===== config.mk =====
export PLATFORM = sky130hd
export DESIGN_NAME = mips_trace_buffer
export DESIGN_NICKNAME = d
export VERILOG_FILES = /design/src/rtl/mips_pkg.sv /design/src/rtl/mips_trace_buffer_trace_ram.sv /design/src/rtl/mips_trace_buffer.sv
export SDC_FILE = /design/constraint.sdc
export NUM_CORES = 1
export LEC_CHECK = 0
export BUFFER_PORTS_ARGS = -buffer_cell sky130_fd_sc_hd__buf_2
export CELL_PAD_IN_SITES_DETAIL_PLACEMENT = 0
export CELL_PAD_IN_SITES_GLOBAL_PLACEMENT = 1
export CORE_MARGIN = 2
export CORE_UTILIZATION = 50
export DETAILED_ROUTE_END_ITERATION = 6
export HOLD_SLACK_MARGIN = 0.03
export PLACE_DENSITY_LB_ADDON = 0.2
export SLEW_MARGIN = 0
export SYNTH_ARGS = -nofsm -noshare
export SYNTH_HDL_FRONTEND = slang
export SYNTH_SLANG_ARGS = --single-unit

===== constraint.sdc =====
create_clock -name CLK -period 4.3 [get_ports CLK]
set_input_delay 0.86 -clock CLK [delete_from_list [all_inputs] [get_ports CLK]]
set_output_delay 0.86 -clock CLK [all_outputs]
set_load 0.005 [all_outputs]

===== src/rtl/mips_pkg.sv =====
// Shared encodings for the MIPS trace buffer: capture states, capture modes and the trace-entry layout.
package mips_pkg;

  typedef enum logic [1:0] {
    TRC_IDLE  = 2'd0,
    TRC_ARMED = 2'd1,
    TRC_POST  = 2'd2,
    TRC_DONE  = 2'd3
  } trc_state_e;

  typedef enum logic [1:0] {
    TRC_WRAP = 2'd0,
    TRC_FILL = 2'd1,
    TRC_TRIG = 2'd2
  } trc_mode_e;

  // One retired instruction at the default 32-bit datapath width.
  typedef struct packed {
    logic [31:0] pc;
    logic [31:0] ins;
    logic [31:0] result;
  } trc_entry_t;

  // Reserved mode encoding 3 behaves as WRAP.
  function automatic trc_mode_e trc_mode_decode(input logic [1:0] mode);
    case (mode)
      2'd1:    return TRC_FILL;
      2'd2:    return TRC_TRIG;
      default: return TRC_WRAP;
    endcase
  endfunction

endpackage


===== src/rtl/mips_trace_buffer_trace_ram.sv =====
// Simple dual-port RAM: one write port, one registered read port (old data on same-address collision).
module trace_ram #(
  parameter int WIDTH = 64,
  parameter int DEPTH = 16,
  parameter int AW    = $clog2(DEPTH)
) (
  input  logic             clk,
  input  logic             we,
  input  logic [AW-1:0]    waddr,
  input  logic [WIDTH-1:0] wdata,
  input  logic             re,
  input  logic [AW-1:0]    raddr,
  output logic [WIDTH-1:0] rdata
);

  logic [WIDTH-1:0] mem [DEPTH];

  always_ff @(posedge clk) begin
    if (we) mem[waddr] <= wdata;
    if (re) rdata <= mem[raddr];
  end

endmodule


===== src/rtl/mips_trace_buffer.sv =====
// Instruction trace buffer: snoops retired {PC, INS, RESULT} into a circular RAM with WRAP/FILL/TRIG capture.
// Optional macro MIPS_TRACE_RESULT_EN stores the RESULT column; otherwise RD_RESULT reads 0.
//
// state     | meaning
// ----------+---------------------------------------------------------
// TRC_IDLE  | after reset, nothing captured
// TRC_ARMED | capturing; FILL ends when full, TRIG watches for TRIG_PC
// TRC_POST  | trigger seen, capturing the remaining post-trigger entries
// TRC_DONE  | buffer frozen until the next ARM
module mips_trace_buffer
  import mips_pkg::*;
#(
  parameter int DATA_W = 32,
  parameter int DEPTH  = 16,
  parameter int IDX_W  = $clog2(DEPTH)
) (
  input  logic              CLK,
  input  logic              RST_N,
  input  logic              CAP_VALID,
  input  logic [DATA_W-1:0] CAP_PC,
  input  logic [31:0]       CAP_INS,
  input  logic [DATA_W-1:0] CAP_RESULT,
  input  logic [1:0]        MODE,
  input  logic              ARM,
  input  logic              STOP,
  input  logic [DATA_W-1:0] TRIG_PC,
  input  logic [IDX_W-1:0]  POST_CNT,
  input  logic              RD_EN,
  input  logic [IDX_W-1:0]  RD_IDX,
  output logic              RD_VALID,
  output logic [DATA_W-1:0] RD_PC,
  output logic [31:0]       RD_INS,
  output logic [DATA_W-1:0] RD_RESULT,
  output logic [IDX_W:0]    COUNT,
  output logic [1:0]        STATE,
  output logic              TRIGGERED
);

`ifdef MIPS_TRACE_RESULT_EN
  localparam int ENTRY_W = 2*DATA_W + 32;
`else
  localparam int ENTRY_W = DATA_W + 32;
`endif
  localparam logic [IDX_W:0] CNT_FULL = (IDX_W+1)'(DEPTH);
  localparam logic [IDX_W:0] CNT_LAST = (IDX_W+1)'(DEPTH-1);

  trc_state_e        state_q, state_d;
  trc_mode_e         mode_q, mode_d;
  logic [IDX_W-1:0]  wptr_q, wptr_d;
  logic [IDX_W:0]    count_q, count_d;
  logic              trig_q, trig_d;
  logic [DATA_W-1:0] trig_pc_q, trig_pc_d;
  logic [IDX_W-1:0]  post_cnt_q, post_cnt_d;
  logic [IDX_W-1:0]  post_q, post_d;

  logic               wr_en;
  logic [ENTRY_W-1:0] wr_data;
  logic [IDX_W-1:0]   rd_addr;
  logic [ENTRY_W-1:0] rd_data;
  logic               rd_valid_q;
  logic               rd_ok_q;

  // ARM takes priority, so the capture presented in the ARM cycle is dropped.
  assign wr_en = CAP_VALID && !ARM && (state_q == TRC_ARMED || state_q == TRC_POST);

`ifdef MIPS_TRACE_RESULT_EN
  assign wr_data = {CAP_PC, CAP_INS, CAP_RESULT};
`else
  logic unused_cap_result;
  assign unused_cap_result = ^CAP_RESULT;
  assign wr_data = {CAP_PC, CAP_INS};
`endif

  always_comb begin
    state_d    = state_q;
    mode_d     = mode_q;
    wptr_d     = wptr_q;
    count_d    = count_q;
    trig_d     = trig_q;
    trig_pc_d  = trig_pc_q;
    post_cnt_d = post_cnt_q;
    post_d     = post_q;
    if (ARM) begin
      state_d    = TRC_ARMED;
      mode_d     = trc_mode_decode(MODE);
      wptr_d     = '0;
      count_d    = '0;
      trig_d     = 1'b0;
      trig_pc_d  = TRIG_PC;
      post_cnt_d = POST_CNT;
    end else begin
      if (wr_en) begin
        wptr_d = wptr_q + IDX_W'(1);
        if (count_q != CNT_FULL) count_d = count_q + (IDX_W+1)'(1);
      end
      case (state_q)
        TRC_ARMED: begin
          if (wr_en && mode_q == TRC_FILL && count_q == CNT_LAST) state_d = TRC_DONE;
          if (wr_en && mode_q == TRC_TRIG && CAP_PC == trig_pc_q) begin
            trig_d = 1'b1;
            if (post_cnt_q == '0) begin
              state_d = TRC_DONE;
            end else begin
              state_d = TRC_POST;
              post_d  = post_cnt_q;
            end
          end
          if (STOP) state_d = TRC_DONE;
        end
        TRC_POST: begin
          if (wr_en) begin
            post_d = post_q - IDX_W'(1);
            if (post_q == IDX_W'(1)) state_d = TRC_DONE;
          end
          if (STOP) state_d = TRC_DONE;
        end
        default: ;
      endcase
    end
  end

  always_ff @(posedge CLK or negedge RST_N) begin
    if (!RST_N) begin
      state_q    <= TRC_IDLE;
      mode_q     <= TRC_WRAP;
      wptr_q     <= '0;
      count_q    <= '0;
      trig_q     <= 1'b0;
      trig_pc_q  <= '0;
      post_cnt_q <= '0;
      post_q     <= '0;
    end else begin
      state_q    <= state_d;
      mode_q     <= mode_d;
      wptr_q     <= wptr_d;
      count_q    <= count_d;
      trig_q     <= trig_d;
      trig_pc_q  <= trig_pc_d;
      post_cnt_q <= post_cnt_d;
      post_q     <= post_d;
    end
  end

  // Oldest entry sits COUNT slots behind the write pointer; wraps naturally in IDX_W bits.
  assign rd_addr = wptr_q - count_q[IDX_W-1:0] + RD_IDX;

  trace_ram #(
    .WIDTH (ENTRY_W),
    .DEPTH (DEPTH),
    .AW    (IDX_W)
  ) u_ram (
    .clk   (CLK),
    .we    (wr_en),
    .waddr (wptr_q),
    .wdata (wr_data),
    .re    (RD_EN),
    .raddr (rd_addr),
    .rdata (rd_data)
  );

  // rd_ok_q masks the unreset RAM output register and out-of-range indices.
  always_ff @(posedge CLK or negedge RST_N) begin
    if (!RST_N) begin
      rd_valid_q <= 1'b0;
      rd_ok_q    <= 1'b0;
    end else begin
      rd_valid_q <= RD_EN;
      if (RD_EN) rd_ok_q <= ({1'b0, RD_IDX} < count_q);
    end
  end

  assign RD_VALID = rd_valid_q;
  assign RD_PC    = rd_ok_q ? rd_data[ENTRY_W-1 -: DATA_W] : '0;
  assign RD_INS   = rd_ok_q ? rd_data[ENTRY_W-DATA_W-1 -: 32] : '0;
`ifdef MIPS_TRACE_RESULT_EN
  assign RD_RESULT = rd_ok_q ? rd_data[DATA_W-1:0] : '0;
`else
  assign RD_RESULT = '0;
`endif

  assign COUNT     = count_q;
  assign STATE     = state_q;
  assign TRIGGERED = trig_q;

endmodule


After elaboration in Yosys (flattened, before gate mapping)

Memories as Yosys holds them, arrays and structs flattened. A register that Yosys moved wholly into a read port is not among the register bits.
Cells that the tools add are included.

Register bits: 56
Memory bits (writable): 1024
Bits of input ports: 144
Output and inout port bits: 105
Word-level logic and storage cells: 79
Memories kept: 1

Add/sub/neg operators: 5
Order comparisons: 1
Eq/ne operators: 16
Multiplexer cells: 26
Bitwise gates (word level): 1
Reductions and logical operators: 19

Memories:

| name      | depth | bits a word | rd ports | clocked after memory_dff | wr ports | line                              | RTL |
|---|---|---|---|---|---|---|---|
| u_ram.mem | 16    | 64          | 1        | 1                        | 1        | mips_trace_buffer_trace_ram.sv:16 | `logic [WIDTH-1:0] mem [DEPTH];` |

Operator list:

| operator                                                                 | number |
|---|---|
| 32-bit 2-to-1 mux                                                        | 2 |
| 32-bit == test                                                           | 1 |
| 4-bit 2-to-1 mux                                                         | 5 |
| 5-bit 2-to-1 mux                                                         | 3 |
| 2-bit 2-to-1 mux                                                         | 7 |
| 2-bit nonzero test                                                       | 5 |
| 2-bit one-hot mux with 2 select lines                                    | 2 |
| 4-bit one-hot mux with 2 select lines                                    | 1 |
| 2-bit by 1-bit == test with 1-bit output (second input constant)         | 3 |
| 2-bit == test (second input constant)                                    | 3 |
| 1-bit logical AND                                                        | 6 |
| 1-bit 2-to-1 mux                                                         | 6 |
| 5-bit by 1-bit adder with 5-bit output (second input constant)           | 1 |
| 5-bit by 4-bit == test with 1-bit output (second input constant)         | 1 |
| 4-bit by 5-bit < comparator with 1-bit output                            | 1 |
| 5-bit by 3-bit inequality test with 1-bit output (second input constant) | 1 |
| 5-bit inequality test (second input constant)                            | 1 |
| 5-bit AND reduction                                                      | 1 |
| 4-bit by 1-bit adder with 4-bit output (second input constant)           | 1 |
| 4-bit adder                                                              | 1 |
| 4-bit by 1-bit == test with 1-bit output (second input constant)         | 1 |
| 4-bit zero test                                                          | 1 |
| 2-bit inequality test (second input constant)                            | 2 |
| 4-bit by 3-bit inequality test with 1-bit output (second input constant) | 1 |
| other kinds (10)                                                         | 11 |

Longest topological paths before layout

Gate-level depths: netlist of run 1.

Depth after elaboration: 10
Mapped depth: 9
Depth with buffers taken out: 8

Cells and area by module

A second synthesis of run 1 with hierarchy kept.

Cells, all modules: 2034
Area, all modules: 44057.3 µm²

Modules (own cells, without submodules):

| module            | times used | cells each | area an instance (µm²) | seq. area each (µm²) |
|---|---|---|---|---|
| trace_ram         | 1          | 1647       | 40222.3                | 32671.3 |
| mips_trace_buffer | 1          | 387        | 3834.9                 | 1401.3 |

Worst setup path after synthesis of run 1

No wires, ideal clock.

Path kind: input to register
Start: input RD_IDX[1]
End: register u_ram.rdata[23] (read register of u_ram.mem) (data pin)
Setup time: 0.272 ns
Arrival time: 3.456 ns
Required time: 4.028 ns
Path slack: 0.572 ns
Cell stages on the path: 8
Buffers on the path: 2
Path through: inv_1 -> fa_1 -> inv_1 -> fa_1 -> clkbuf_1 -> clkbuf_1 -> mux4_2 -> mux4_2

Longest elaborated chain between the ends: 1

Ends and longest elaborated chain:

| item               | line                              | RTL |
|---|---|---|
| start: declaration | mips_trace_buffer.sv:29           | `input logic [IDX_W-1:0] RD_IDX,` |
| 4-bit adder        | mips_trace_buffer.sv:145          | `assign rd_addr = wptr_q - count_q[IDX_W-1:0] + RD_IDX;` |
| end: declaration   | mips_trace_buffer_trace_ram.sv:13 | `output logic [WIDTH-1:0] rdata` |

No other way between the ends.
A chain may end at the register's enable or synchronous reset.

Worst setup path in the final report of run 1

Start: register wptr_q[0]
End: register u_ram.rdata[20] (read register of u_ram.mem) (data pin)

Longest elaborated chain between the ends: 2

Ends and longest elaborated chain:

| item                     | line                     | RTL |
|---|---|---|
| start: declaration       | mips_trace_buffer.sv:49  | `logic [IDX_W-1:0] wptr_q, wptr_d;` |
| start signal: assignment | mips_trace_buffer.sv:135 | `wptr_q <= wptr_d;` |
| 4-bit subtractor         | mips_trace_buffer.sv:145 |  |
| 4-bit adder              | mips_trace_buffer.sv:145 |  |

No other way between the ends.

==> run summary, run 1 <==
Syn Std Cell Area = 44200 sq um
Post-CTS Setup Bufs = 0
Synth cell types = 45
Area contributors post-synth = edfxtp_1, mux4_2, dfrtp_1
worst min path class = in -> async
final hold violations = 0
Die X = 301 um
first-pass GRT wire length = 142 mm
setup ws final = 0.717 ns
number of max-cap violations = 0
CP Data Required Time = 4.71 ns
Critical Path End Type = flop
# rows = 109
failing checks = design-rule violations
worst r2r path cells = 9
DRC violations left = 3
CP top delay family = adder cells
CTS sink cnt = 1144
Clock Tree Buf Depth = 3
Multi-input gate area = 9570 sq um
status = complete, but fails checks
register area = 34100 sq um
RSZ-0062 raised after global routing = false
NumNets Final = 2341
Primary FF master, synth = edfxtp_1
Die Ht = 301 um
Crit Path Category = reg -> reg
synthesized area per cell = 23.4 sq um
peak supply drop = 0.000442 V
Largest stage delay, worst path = 0.88 ns
Initial Util = 50.2%
PwrDens = 541 nW/um^2
crit path launch type = flop
leading area contributor after synthesis = edfxtp_1
Slew headroom = 34.2%
# setup viols final = 0
pin count of the biggest net entering global routing = 61
Achievable Freq = 0.279 GHz
gr usage total = 21.9%
critical path peak fanout = 33
1st-iter DRT viols = 1846
Num CTS Buffers = 115
H-tree depth = 3
Seq/Total Area, Yosys = 77.1%
initial antenna violation count = 11
CTS Root Buffer Type = clkbuf_16
Synth top area share = 74.0%
DRT Pass-1 Iters = 7
R2R Path End = u_ram.rdata[20]
reg-to-reg setup timing slack = 0.72 ns
fin. max-slew vios = 0
core region area = 88000 sq um
via count = 20.2k
I/O Pins = 249
#FFs+latches synth = 1144
number of global-route vias before repair = 21.1k
minimum clock period after layout = 3.58 ns
worst skew pair latency = 0.68 ns
total die area = 90700 sq um
CP cell instances = inv_1 > ha_1 > inv_1 > ha_4 > fa_4 > buf_12 > buf_4 > mux4_2 > mux4_2
total congestion overflow = 0
Syn Inst Count = 1887
Reg clk slew, reported paths = 0.06 ns
number of synthesized flops with an enable pin = 1088
CTS tree = yes
Synth async-reset ratio = 4.90%
RePlAce Congestion = 0.771
Filler Cells Inserted = 6387
pre-CTS setup slack = 0.195 ns
DR vias/cell = 5.89
worst path arrival time = 4.00 ns
Hold-fix buffers, CTS = 0
P_leak = 0.0167 uW
Hold WS = 0.259 ns
Ys Warns = 0
detailed placement HPWL = 53.9 mm
actual slew at the worst max-slew pin = 0.987 ns
Port-buffer cells = 184
Buffers & Inverters on Critical Path = 4
Final Util = 57.8%
post-cts sizing count = 0
share of layout cells above drive strength 1 = 35.0%
remaining antenna violation count = 0
wirelength, routed = 98.0 mm
TNS Setup = 0 ns
crit path max-delay cell type = fa_4
Layout area overhead = 15.1%
wire per inst = 28.5 um
r2r startpoint = wptr_q[0]
Design Power = 27500 uW
clock skew = 0.0223 ns
Final Cycle Share = 83.3%
[cell usage in the layout (no fill, tap or decap), types with 9 or more instances in the layout]
master and instances:
clkinv_2 20, buf_4 35, nand2_1 16, clkbuf_1 20, xnor2_1 24, buf_12 39
ha_1 17, clkbuf_16 116, dfrtp_1 55, edfxtp_1 1088, mux2_2 36, xor2_1 14
and2_4 16, conb_1 32, buf_2 183, nor4_1 9, bufinv_16 12, and2_1 64
inv_1 22, mux4_2 318, nor2_1 16, clkinv_1 30, a21oi_1 9
[kinds of logic after synthesis]
kind of cell	share of synthesized area (%)
adders and majority gates	0.646
AOI/OAI and AO/OA	0.499
buffers and inverters	1.59
and+or+nand+nor	1.97
xor gates and xnor gates	0.836
DFF	77.1
other	0.00849
muxes	17.3
[metal layers]
metal  share of wire [%]  routed length [um]  vias to the layer above  GRT usage [%]
li1                    -                   -                     8447              -
met4                 1.5                1460                       10           4.83
met5               0.057                  56                        -              0
met2                  50               48600                      679           35.4
met1                  43               42000                    11000           31.6
met3                 6.0                5880                      114           3.81
[worst max-delay path by stage]
stage,cells after the start,startpoint,end,slack (ns)
floorplan,8,RD_IDX[1],u_ram.rdata[23],0.57
global placement,9,RD_IDX[1],u_ram.rdata[24],0.19
finish,9,wptr_q[0],u_ram.rdata[20],0.72
CTS,9,wptr_q[0],u_ram.rdata[30],0.71
detailed placement,9,RD_IDX[1],u_ram.rdata[30],0.19
global route,9,wptr_q[0],u_ram.rdata[27],0.64
[registers in the layout, summed over array words and instances (netlist names), 2 cells and up]
register,count
trig_pc_q,32
STATE,2
post_q,4
COUNT,5
u_ram.rdata,64
u_ram.mem,1024
post_cnt_q,4
wptr_q,4
mode_q,2
[synthesized netlist by cell type, types with 2 or more instances]
| cell | number |
|---|---|
| dfrtp_1 | 56 |
| fa_1 | 3 |
| ha_1 | 18 |
| nor3_1 | 4 |
| inv_1 | 22 |
| a21o_1 | 5 |
| nand2_1 | 16 |
| nand3_1 | 2 |
| a22o_1 | 2 |
| a22oi_1 | 2 |
| nor4_1 | 9 |
| buf_2 | 11 |
| buf_6 | 6 |
| nand2b_1 | 4 |
| mux4_2 | 318 |
| o2bb2ai_1 | 2 |
| mux4_1 | 2 |
| a21oi_1 | 9 |
| mux2i_1 | 2 |
| clkbuf_1 | 61 |
| buf_1 | 4 |
| o21ai_0 | 8 |
| nand4_1 | 8 |
| xor2_1 | 14 |
| mux2_2 | 36 |
| nor3b_1 | 2 |
| xnor2_1 | 25 |
| and2_1 | 80 |
| edfxtp_1 | 1088 |
| nor2b_1 | 2 |
| and3_1 | 4 |
| buf_4 | 34 |
| nor2_1 | 16 |
[where the power goes]
group          internal, uW  leakage [uW]  switching [uW]  total [uW]
combinational          2660       0.00443            2250        4910
clock                  5640       0.00178            4100        9750
sequential            12700        0.0105             159       12900
total                 21000        0.0167            6510       27500
[layout make-up]
class,instances,area share [%]
multi-input combinational,636,18.8
clock buffer,136,5.86
timing repair buffer,257,3.85
antenna,1,0.00492
sequential,1144,67.0
inverter,22,0.162
clock inverter,76,1.39
tap,1165,2.87
[through the flow]
step	std cells	cell area (sq um)
detailed placement	3224	47100
CTS	3436	50800
floorplan	1918	44300
finish	3437	50800
global placement	3224	47100
global route	3437	50800
No activity file was read; power rests on OpenSTA's default activity.
==> inputs of run 2 (changes only) <==
--- a/config.mk
+++ b/config.mk
@@ -5,11 +5,12 @@
 export SDC_FILE = /design/constraint.sdc
 export NUM_CORES = 1
 export LEC_CHECK = 0
+export ABC_AREA = 1
 export BUFFER_PORTS_ARGS = -buffer_cell sky130_fd_sc_hd__buf_2
 export CELL_PAD_IN_SITES_DETAIL_PLACEMENT = 0
 export CELL_PAD_IN_SITES_GLOBAL_PLACEMENT = 1
 export CORE_MARGIN = 2
-export CORE_UTILIZATION = 50
+export CORE_UTILIZATION = 46
 export DETAILED_ROUTE_END_ITERATION = 6
 export HOLD_SLACK_MARGIN = 0.03
 export PLACE_DENSITY_LB_ADDON = 0.2
==> constraint.sdc (replaced) <==
create_clock -name CLK -period 3 [get_ports CLK]
set_input_delay 0.6 -clock CLK [delete_from_list [all_inputs] [get_ports CLK]]
set_output_delay 0.6 -clock CLK [all_outputs]
set_load 0.005 [all_outputs]
==> run 2 against run 1 <==
Net effect:
- the flow finishes with violations (negative setup slack)
- hold slack lost 0.15 ns
- fmax grew 18%
- die area grew 14%
- largest power group is now combinational logic
==> run summary, run 2 <==
status = complete, but fails checks
failing checks = negative setup slack
CP Data Required Time = 3.41 ns
Ys Warns = 0
Reg clk slew, reported paths = 0.06 ns
NumNets Final = 3880
#FFs+latches synth = 1144
Final Cycle Share = 101%
minimum clock period after layout = 3.04 ns
detailed placement HPWL = 63.0 mm
number of max-cap violations = 0
worst r2r path cells = 10
fin. max-slew vios = 0
Initial Util = 46.3%
worst path arrival time = 3.45 ns
clock skew = 0.0317 ns
Seq/Total Area, Yosys = 73.7%
final hold violations = 0
Largest stage delay, worst path = 0.69 ns
top cells by count, synth = edfxtp_1, nand2_1, nor2_1, o21ai_0, inv_1
hold path depth = 3
# setup viols final = 11
Die Ht = 321 um
remaining antenna violation count = 0
first-pass GRT wire length = 176 mm
non-filler cells, final = 5111
CTS sink cnt = 1144
leading area contributor after synthesis = edfxtp_1
wire per inst = 23.6 um
Area contributors post-synth = edfxtp_1, nand2_1, nor2_1
P_leak = 0.0196 uW
most frequent cells in the layout = edfxtp_1, nand2_1, nor2_1
Final Util = 54.2%
worst skew pair latency = 0.69 ns
CTS Root Buffer Type = clkbuf_16
wirelength, routed = 120 mm
Largest regs = u_ram.mem (1024), u_ram.rdata (64), trig_pc_q (32)
# rows = 116
Critical Path End Type = flop
Min-Delay Endpoint = trig_pc_q[12]
Synth async-reset ratio = 4.90%
initial antenna violation count = 9
number of synthesized flops with an enable pin = 1088
PwrDens = 1200 nW/um^2
CP cell instances = fa_1 > inv_2 > fa_4 > buf_4 > clkbuf_16 > o21ai_0 > nor2_1 > o311ai_2 > buf_4 > nand2_1
pre-CTS setup slack = -0.530 ns
Syn Inst Count = 3458
Synth top area share = 70.7%
share of layout cells above drive strength 1 = 15.4%
most common cell after layout, fill and taps aside = edfxtp_1
critical path peak fanout = 20
Syn Std Cell Area = 46200 sq um
synthesized area per cell = 13.4 sq um
worst min path class = in -> reg
I/O Pins = 249
Largest register FFs = 1024
via count = 28.7k
Synth cell types = 43
crit-path most repeated cell = buf_4
Port-buffer cells = 184
Num CTS Buffers = 115
Slew headroom = 44.8%
Hold Startpoint = TRIG_PC[12]
Buffers & Inverters on Critical Path = 4
actual slew at the worst max-slew pin = 0.825 ns
Clock Tree Buf Depth = 3
CP top delay family = adder cells
Primary FF master, synth = edfxtp_1
DRC violations left = 0
Layout area overhead = 17.0%
gr usage total = 22.8%
Die X = 321 um
Achievable Freq = 0.329 GHz
total congestion overflow = 0
H-tree depth = 3
R2R Path End = u_ram.rdata[56]
CTS tree = yes
crit path max-delay cell type = fa_4
reg-to-reg setup timing slack = -0.04 ns
DRT Pass-1 Iters = 5
RSZ-0062 raised after global routing = true
count leader, synth = edfxtp_1
crit path launch type = flop
Hold WS = 0.109 ns
Post-Place Cells = 4869
DR vias/cell = 5.62
pin count of the biggest net entering global routing = 80
Crit Path Category = reg -> reg
Reg with most FFs = u_ram.mem
1st-iter DRT viols = 2433
core region area = 99900 sq um
Design Power = 65100 uW
total die area = 103000 sq um
r2r startpoint = COUNT[1]
peak supply drop = 0.000903 V
number of global-route vias before repair = 28.4k
RePlAce Congestion = 0.837
setup ws final = -0.0435 ns
## run 2: cell types whose count changed after synthesis, sizes merged, moves of 128 or more
cell	change
nand2	+546
nor2	+424
mux4	-320
o21ai	+298
inv	+137
o221ai	+128
o311ai	+128
## run 2: cell type report
type,instances,area [sq um]
Multi-Input combinational cell,1939,10800
Inverter,159,604
Fill cell,8117,45700
Antenna cell,1,2.50
Sequential cell,1144,34100
Tap cell,1298,1620
Clock inverter,68,627
Timing Repair Buffer,356,3350
Clock buffer,146,3080
## run 2: worst min-delay path: cells and delay by family
kind,cells,cell delay [ns]
buffers and inverters,1,0.08
and+or+nand+nor,2,0.09
## run 2: timing repair
action | 4_1_cts | 5_1_grt
gates resized for setup | 22 | 111
gates cloned | 2 | 7
hold buffers | 1 | 0
pin swaps | 4 | 12
endpoints found under the setup margin | 36 | 63
buffers inserted | 3 | 14
endpoints found under the hold margin | 24 | 0
## run 2: how the worst max path moves through the flow
stage               slack (ns)          endpoint  cells past startpoint  startpoint
global placement         -0.51   u_ram.rdata[47]                     11   RD_IDX[1]
CTS                      -0.07   u_ram.rdata[10]                      9    COUNT[1]
global route             -0.15   u_ram.rdata[56]                     11   wptr_q[1]
floorplan                -0.34  u_ram.mem[11][0]                      6         ARM
finish                   -0.04   u_ram.rdata[56]                     10    COUNT[1]
detailed placement       -0.53   u_ram.rdata[47]                     11   RD_IDX[1]
## run 2: where the power goes
group / internal, uW / switching (uW)
Combinational: 12800 / 19000
Sequential: 18900 / 361
Clock: 8230 / 5860
## run 2: cells by family (layout without fill, tap and decap cells)
group,count (synthesis),after routing,synth area share (%)
compound gates,704,704,9.74
xor+xnor,15,15,0.300
fa+ha+maj,21,21,0.617
buf+inv,406,729,4.30
flops,1144,1144,73.7
mux,128,128,2.77
other cells,1,33,0.00811
simple gates,1039,1039,8.58
## run 2: per-layer routing
layer  track usage, %  up-vias  routed length (um)  part of all wire (%)
li1                 -    13200                   -                     -
met1             31.2    14400               51600                    43
met2             37.8      964               58500                    49
met3             3.61      170                7660                   6.4
met4             6.61        4                2620                   2.2
met5                0        -                  24                 0.020
## run 2: stage by stage
| step | setup TNS (ns) | instance area [sq um] |
|---|---|---|
| after global routing | -3.93 | 54100 |
| after floorplan | -325.28 | 46400 |
| after CTS | -0.408 | 53500 |
| after detailed placement | -27.43 | 49600 |
| final | -0.162 | 54100 |
| after global placement | -26.19 | 49600 |
